--- src/rtl/result_framer.sv ---
// result_framer: frames a 32-bit result plus a status byte into a byte stream
// for a UART transmitter, one byte per transmitter handshake.
//
// Frame: HEADER, status, result[31:24], [23:16], [15:8], [7:0] (+ checksum).
// Optional feature macro: RESULT_FRAMER_CHECKSUM_EN appends a seventh byte,
// the XOR of the status byte and the four result bytes (HEADER excluded).
//
// Ports:
//   i_Clk          system clock, rising edge
//   i_Rst          asynchronous active-high reset
//   i_Result_DV    result valid strobe, accepted only while o_Ready is high
//   i_Result       32-bit result word
//   i_Status       status/opcode echo byte
//   o_Ready        high in IDLE, when a result can be accepted
//   o_TX_DV        one-cycle byte-send strobe
//   o_TX_Byte      byte to transmit, held until i_TX_Done is sampled
//   i_TX_Done      transmitter byte-complete pulse
//   o_Frame_Count  completed frames, wraps at 8 bits
//   o_Timeout      sticky abort flag, cleared only by reset
//
// state | meaning
// IDLE  | ready for a new result
// LOAD  | o_TX_DV strobe for the current byte
// WAIT  | waiting for i_TX_Done, timeout counter running

module result_framer #(
  parameter logic [7:0]  HEADER     = 8'hA5,
  parameter logic [15:0] TX_TIMEOUT = 16'd4000
) (
  input  logic        i_Clk,
  input  logic        i_Rst,
  input  logic        i_Result_DV,
  input  logic [31:0] i_Result,
  input  logic [7:0]  i_Status,
  output logic        o_Ready,
  output logic        o_TX_DV,
  output logic [7:0]  o_TX_Byte,
  input  logic        i_TX_Done,
  output logic [7:0]  o_Frame_Count,
  output logic        o_Timeout
);

`ifdef RESULT_FRAMER_CHECKSUM_EN
  localparam logic [2:0] LAST_IDX = 3'd6;
`else
  localparam logic [2:0] LAST_IDX = 3'd5;
`endif

  localparam logic [15:0] TIMER_TC = TX_TIMEOUT - 16'd1;

  typedef enum logic [1:0] {IDLE, LOAD, WAIT} state_t;

  state_t      state, state_nxt;
  logic [2:0]  byte_idx, byte_idx_nxt;
  logic [31:0] result_q, result_nxt;
  logic [7:0]  status_q, status_nxt;
  logic [7:0]  tx_byte, tx_byte_nxt;
  logic [7:0]  frame_count, frame_count_nxt;
  logic        timeout_flag, timeout_nxt;
  logic [15:0] timer, timer_nxt;

  function automatic logic [7:0] frame_byte(input logic [2:0] idx,
                                            input logic [7:0] st,
                                            input logic [31:0] res);
    logic [7:0] b;
    case (idx)
      3'd0:    b = HEADER;
      3'd1:    b = st;
      3'd2:    b = res[31:24];
      3'd3:    b = res[23:16];
      3'd4:    b = res[15:8];
      3'd5:    b = res[7:0];
`ifdef RESULT_FRAMER_CHECKSUM_EN
      3'd6:    b = st ^ res[31:24] ^ res[23:16] ^ res[15:8] ^ res[7:0];
`endif
      default: b = 8'h00;
    endcase
    return b;
  endfunction

  always_comb begin
    state_nxt       = state;
    byte_idx_nxt    = byte_idx;
    result_nxt      = result_q;
    status_nxt      = status_q;
    tx_byte_nxt     = tx_byte;
    frame_count_nxt = frame_count;
    timeout_nxt     = timeout_flag;
    timer_nxt       = timer;
    case (state)
      IDLE: begin
        if (i_Result_DV) begin
          result_nxt   = i_Result;
          status_nxt   = i_Status;
          byte_idx_nxt = 3'd0;
          tx_byte_nxt  = HEADER;
          state_nxt    = LOAD;
        end
      end
      LOAD: begin
        timer_nxt = 16'd0;
        state_nxt = WAIT;
      end
      WAIT: begin
        // A Done arriving on the terminal timer cycle still completes the byte.
        if (i_TX_Done) begin
          if (byte_idx == LAST_IDX) begin
            frame_count_nxt = frame_count + 8'd1;
            state_nxt       = IDLE;
          end else begin
            byte_idx_nxt = byte_idx + 3'd1;
            tx_byte_nxt  = frame_byte(byte_idx + 3'd1, status_q, result_q);
            state_nxt    = LOAD;
          end
        end else if (timer == TIMER_TC) begin
          timeout_nxt = 1'b1;
          state_nxt   = IDLE;
        end else begin
          timer_nxt = timer + 16'd1;
        end
      end
      default: state_nxt = IDLE;
    endcase
  end

  always_ff @(posedge i_Clk or posedge i_Rst) begin
    if (i_Rst) begin
      state        <= IDLE;
      byte_idx     <= 3'd0;
      result_q     <= 32'd0;
      status_q     <= 8'd0;
      tx_byte      <= 8'h00;
      frame_count  <= 8'd0;
      timeout_flag <= 1'b0;
      timer        <= 16'd0;
    end else begin
      state        <= state_nxt;
      byte_idx     <= byte_idx_nxt;
      result_q     <= result_nxt;
      status_q     <= status_nxt;
      tx_byte      <= tx_byte_nxt;
      frame_count  <= frame_count_nxt;
      timeout_flag <= timeout_nxt;
      timer        <= timer_nxt;
    end
  end

  assign o_Ready       = (state == IDLE);
  assign o_TX_DV       = (state == LOAD);
  assign o_TX_Byte     = tx_byte;
  assign o_Frame_Count = frame_count;
  assign o_Timeout     = timeout_flag;

endmodule

--- config.mk ---
export PLATFORM = sky130hd
export DESIGN_NAME = result_framer
export DESIGN_NICKNAME = d
export VERILOG_FILES = /design/src/rtl/result_framer.sv
export SDC_FILE = /design/constraint.sdc
export NUM_CORES = 1
export LEC_CHECK = 0
export CORE_UTILIZATION = 45
export CTS_CLUSTER_SIZE = 8
export DETAILED_ROUTE_END_ITERATION = 8
export PLACE_DENSITY = 0.72
export SLEW_MARGIN = 10
export SYNTH_ARGS = -nofsm -noshare
export SYNTH_HDL_FRONTEND = slang
export SYNTH_SLANG_ARGS = --single-unit
--- constraint.sdc ---
create_clock -name i_Clk -period 2.4 [get_ports i_Clk]
set_input_delay 0.6 -clock i_Clk [delete_from_list [all_inputs] [get_ports i_Clk]]
set_output_delay 0.6 -clock i_Clk [all_outputs]
set_load 0.01 [all_outputs]
# After elaboration in Yosys (flattened, before gate mapping)
# Index checks and enable logic that the tools add are counted.
[classes]
addsub = 3
eq_ne = 15
mux = 17
bitwise_logic = 1
n_reduce_logical = 10
[op_table]
columns = ["operator", "n"]
rows = [
  ["case mux 8 bit (6 select lines)", 1],
  ["two-way mux 16 bit", 2],
  ["case mux 16 bit (2 select lines)", 1],
  ["two-way mux 8 bit", 3],
  ["adder 16 x 1 -> 16 bit (second input constant)", 1],
  ["equality test 16 x 12 -> 1 bit (second input constant)", 1],
  ["case mux 8 bit (2 select lines)", 1],
  ["!= test 2 bit (second input constant)", 5],
  ["equality test 3 bit (second input constant)", 3],
  ["two-way mux 3 bit", 3],
  ["AND reduction 3 bit", 3],
  ["adder 8 x 1 -> 8 bit (second input constant)", 1],
  ["equality test 3 x 2 -> 1 bit (second input constant)", 2],
  ["two-way mux 2 bit", 3],
  ["case mux 2 bit (3 select lines)", 1],
  ["case mux 3 bit (2 select lines)", 1],
  ["AND reduction 2 bit", 2],
  ["AND reduction 4 bit", 1],
  ["nonzero test 2 bit", 2],
  ["adder 3 x 1 -> 3 bit (second input constant)", 1],
  ["equality test 3 x 1 -> 1 bit (second input constant)", 1],
  ["zero test 3 bit", 1],
  ["!= test 3 bit (second input constant)", 1],
  ["equality test 2 x 1 -> 1 bit (second input constant)", 1],
  ["4 further kinds", 4],
]
[totals]
register_bits = 78
inputBits = 44
output_inout_bits = 19
elab_cells = 54

# Logic depth before layout (Yosys ltp)
[logic_depth]
depth_word = 6
ltp_mapped = 8
mapped_depth_nobuf = 6

# Worst setup path after synthesis
# Ideal clock, no wire load.
[synth_timing]
path_type = "reg2reg"
startpoint = "register state[0]"
endpoint = "register timer[14]"
setup_ps = 78
t_arrival_ps = 1999
required_ps = 2322
setup_slack_ps = 323
stages_incl_launch_ff = 7
path_buffers = 0
synth_period_minus_slack_ps = 2077
path_cell_list = "dfrtp_1 inv_1 ha_1 nand4_1 or4_4 or3_1 a21oi_1"
[synth_via]
elab_chain_len = 3
elab_cells_between_ends = 7
cone_classes = "4 x eq/ne; 1 x mux; 2 x reduce/logical"
[synth_rtl]
columns = ["element", "line_no", "text"]
rows = [
  ["from (decl)", "53", "state_t state, state_nxt;"],
  ["from (signal assigned)", "137", "state <= state_nxt;"],
  ["equality test 2 bit or equality test 2 x 1 -> 1 bit (tied branches)", "90", "case (state)"],
  ["!= test 2 bit (no source line) or nonzero test 2 bit (tied branches)", "-", ""],
  ["AND reduction 3 bit (no source line)", "-", ""],
  ["to (signal assigned)", "144", "timer <= timer_nxt;"],
  ["to (decl)", "60", "logic [15:0] timer, timer_nxt;"],
]
# Several ways; a longest one is shown, not always the timed one.
# A chain may end at the register's enable or synchronous reset.

# Worst setup path in the final report
[layout_timing]
startpoint = "register state[0]"
endpoint = "output port o_Ready"
[layout_via]
elab_chain_len = 1
[layout_rtl]
columns = ["element", "line_no", "text"]
rows = [
  ["zero test 2 bit", "148", "assign o_Ready = (state == IDLE);"],
  ["to (decl)", "35", "output logic o_Ready,"],
]
# Every way passes these cells.

==> metrics.yaml <==
outcome:
  status: "completed"
clock_tree:
  clock-sinks: 78
  post_cts_buffers: 0
  cts_tree: "built"
  htreeDepth: 3
  clk_pin_slew_ps: 80
  cts-root-buf: "clkbuf_8"
  ctsHoldBuffers: 0
  cts_inserted_buffers: 9
  clk_latency_ps: 340
  clockBufferDepth: 2
worst_setup_path:
  critPathRequiredTime_ps: 1800
  r2r_slack_ps: 200
  r2r_end: "timer[15]"
  endpoint_kind: "output pin"
  worst_setup_path_start_kind: "flip-flop"
  cp.arrival_ps: 1690
  ff2ff_path_depth: 6
  cp-startpoint: "state[0]"
  crit_fanout: 6
  crit_type: "flip-flop to output pin"
  endpoint: "o_Ready"
  timing.rr.start: "state[0]"
routing:
  routedWlPerCell_um: 16.72
  drc: 0
  vias: 2864
  ant_nets: 0
  routed_via_density: 5.763
  drt-pass1-iter-count: 4
  routed_wl_um: 8309
  drtIter0Drc: 159
floorplanning:
  dieWidth_um: 93.36
  fp-row-count: 32
  die_y_um: 93.36
  ios: 63
  coreArea_mm2: 0.007888
  fp.dieArea_mm2: 0.008716
  start_util: 0.4762
logic_synthesis:
  yosysTopAreaCell: "dfrtp_1"
  synth_edf_count: 0
  synth_top_area_frac: 0.5197
  async_flop_share: 1.000
  synth_area_per_cell_um2: 11.70
  synthesis.nets: 376
  post-synth-top-count-cell: "dfrtp_1"
  ys_warn_count: 0
  netlist_top_cells_count: "dfrtp_1, mux2_2, nand2_1"
  ys_top_cells_by_area: "dfrtp_1, mux2_2, ha_1"
  ys_types: 51
  synth_ff_type: "dfrtp_1"
  ys_seq_elements: 78
  syn-cell-area_mm2: 0.003756
  synth-seq-area-share: 0.5197
  syn_inst: 321
sta:
  finalSetupViolCount: 0
  fin_skew_ps: 9.575
  fmax_mhz: 437.2
  finalCritPeriodShare: 0.9531
  grt_setup_unrepaired: "false"
  setup_tns_ps: 0
  finalHoldViolations: 0
  tightest_slew_ps: 626.1
  drv_slew: 0
  min_period_ps: 2288
  relSlewSlack: 0.5826
final_layout:
  seq_area_mm2: 0.001952
  nFillCells: 670
  postLayoutCoreUtil: 0.5980
  syn_to_final_growth_pct: 25.58
  antenna_cells: 0
  drive_gt1_frac: 0.2051
  multi_input_area_mm2: 0.001682
  final_nets: 446
grt:
  groute.usage.overall: 0.2034
  antenna_found_initial: 0
  grt-ovfl-total: 0
  grt_pass1_vias: 2825
  grt_pass1_wl_um: 13700
  grt_start_max_net_pins: 79
placement:
  post-dp-hpwl_um: 5933
  gp_congestion: 0.8011
  numPortBuffers: 62
power:
  powerDensity_mw_per_mm2: 976.1
  power_mw: 4.604
  p_leak_nw: 1.990
  ir_worst_vdd_v: 0.0004424
job:
  max_cap_violations: 0
worst_hold_path:
  min_path_type: "flip-flop to flip-flop"
-- cells in the final DEF, fill, tap and decap left out, types with 3 or more instances in the layout --
master | netlist | routed
or4_1 | 3 | 3
dfrtp_1 | 78 | 78
xnor2_1 | 8 | 8
a31o_2 | 3 | 3
nor4_1 | 3 | 3
o21ai_0 | 11 | 11
and4_1 | 3 | 3
nor3_1 | 4 | 4
o311ai_0 | 3 | 3
a22o_1 | 6 | 6
a221oi_1 | 5 | 5
a41oi_1 | 3 | 3
ha_1 | 11 | 10
a22oi_1 | 6 | 6
buf_4 | 0 | 10
inv_1 | 14 | 13
a222oi_1 | 3 | 3
clkdlybuf4s50_1 | 0 | 62
clkbuf_8 | 0 | 9
or3_1 | 4 | 4
o211ai_1 | 4 | 4
nor2_1 | 9 | 9
xor2_1 | 4 | 4
o31ai_1 | 4 | 4
nand2_1 | 16 | 16
nand4_1 | 7 | 7
clkinv_2 | 0 | 3
a21oi_1 | 11 | 11
mux2_2 | 43 | 43
nand3_1 | 13 | 13
-- cell families (layout without fill, tap and decap cells) --
family,after synthesis,in the layout,share of synthesized area
fa+ha+maj,11,11,0.03664
xor+xnor,12,12,0.02798
simple gates,78,78,0.1186
compound gates,69,69,0.1322
buf+inv,29,103,0.03331
mux,44,44,0.1316
flops,78,78,0.5197
-- flip-flops by register name, indices dropped and copies added (netlist names) --
register,cells
state,2
result_q,32
status_q,8
o_Frame_Count,8
o_TX_Byte,8
timer,16
byte_idx,3
o_Timeout,1
-- per-stage QoR --
step	hold slack, ps	setup slack (ps)	instances	instance area [µm²]
finish	479.0	112.5	497	4717
floorplan	471.2	323.1	321	3760
global route	501.9	31.61	497	4717
global placement	461.1	67.63	482	4551
CTS	489.2	64.47	497	4715
detailed placement	473.0	43.13	482	4551
-- final cells by class --
type,instances,area share
Multi-Input combinational cell,214,0.3565
Timing Repair Buffer,74,0.1560
Inverter,14,0.01194
Clock inverter,6,0.008488
Sequential cell,78,0.4138
Tap cell,102,0.02706
Clock buffer,9,0.02626
-- report_power, final --
| part | internal (mW) | switching (mW) | leakage [nW] |
|---|---|---|---|
| logic | 0.917 | 0.818 | 0.928 |
| registers | 1.76 | 0.266 | 0.977 |
| clock network | 0.367 | 0.479 | 0.0848 |
-- worst min-delay path by stage --
stage	start	endpoint	depth (start not counted)
6_report	o_Frame_Count[7]	o_Frame_Count[7]	1
5_1_grt	o_Timeout	o_Timeout	1
4_1_cts	o_Frame_Count[7]	o_Frame_Count[7]	1
3_5_place_dp	o_Timeout	o_Timeout	1
3_3_place_gp	o_Frame_Count[7]	o_Frame_Count[7]	1
2_1_floorplan	status_q[0]	status_q[0]	1
-- timing repair --
item                                    CTS  global route
endpoints found under the setup margin    0             1
resized for setup                         0             1
hold endpoints to repair                  0             0
-- routing by layer --
| metal | share of wire | GRT usage |
|---|---|---|
| met1 | 0.45 | 0.2747 |
| met2 | 0.48 | 0.3186 |
| met3 | 0.055 | 0.06341 |
| met4 | 0.012 | 0.05128 |
| met5 | 0 | 0 |
-- worst max-delay path: stages (launching register included) --
cell and delay (ps):
dfrtp_1 430, inv_1 120, ha_2 250, clkdlybuf4s50_1 550
No activity file was read; power rests on OpenSTA's default activity.
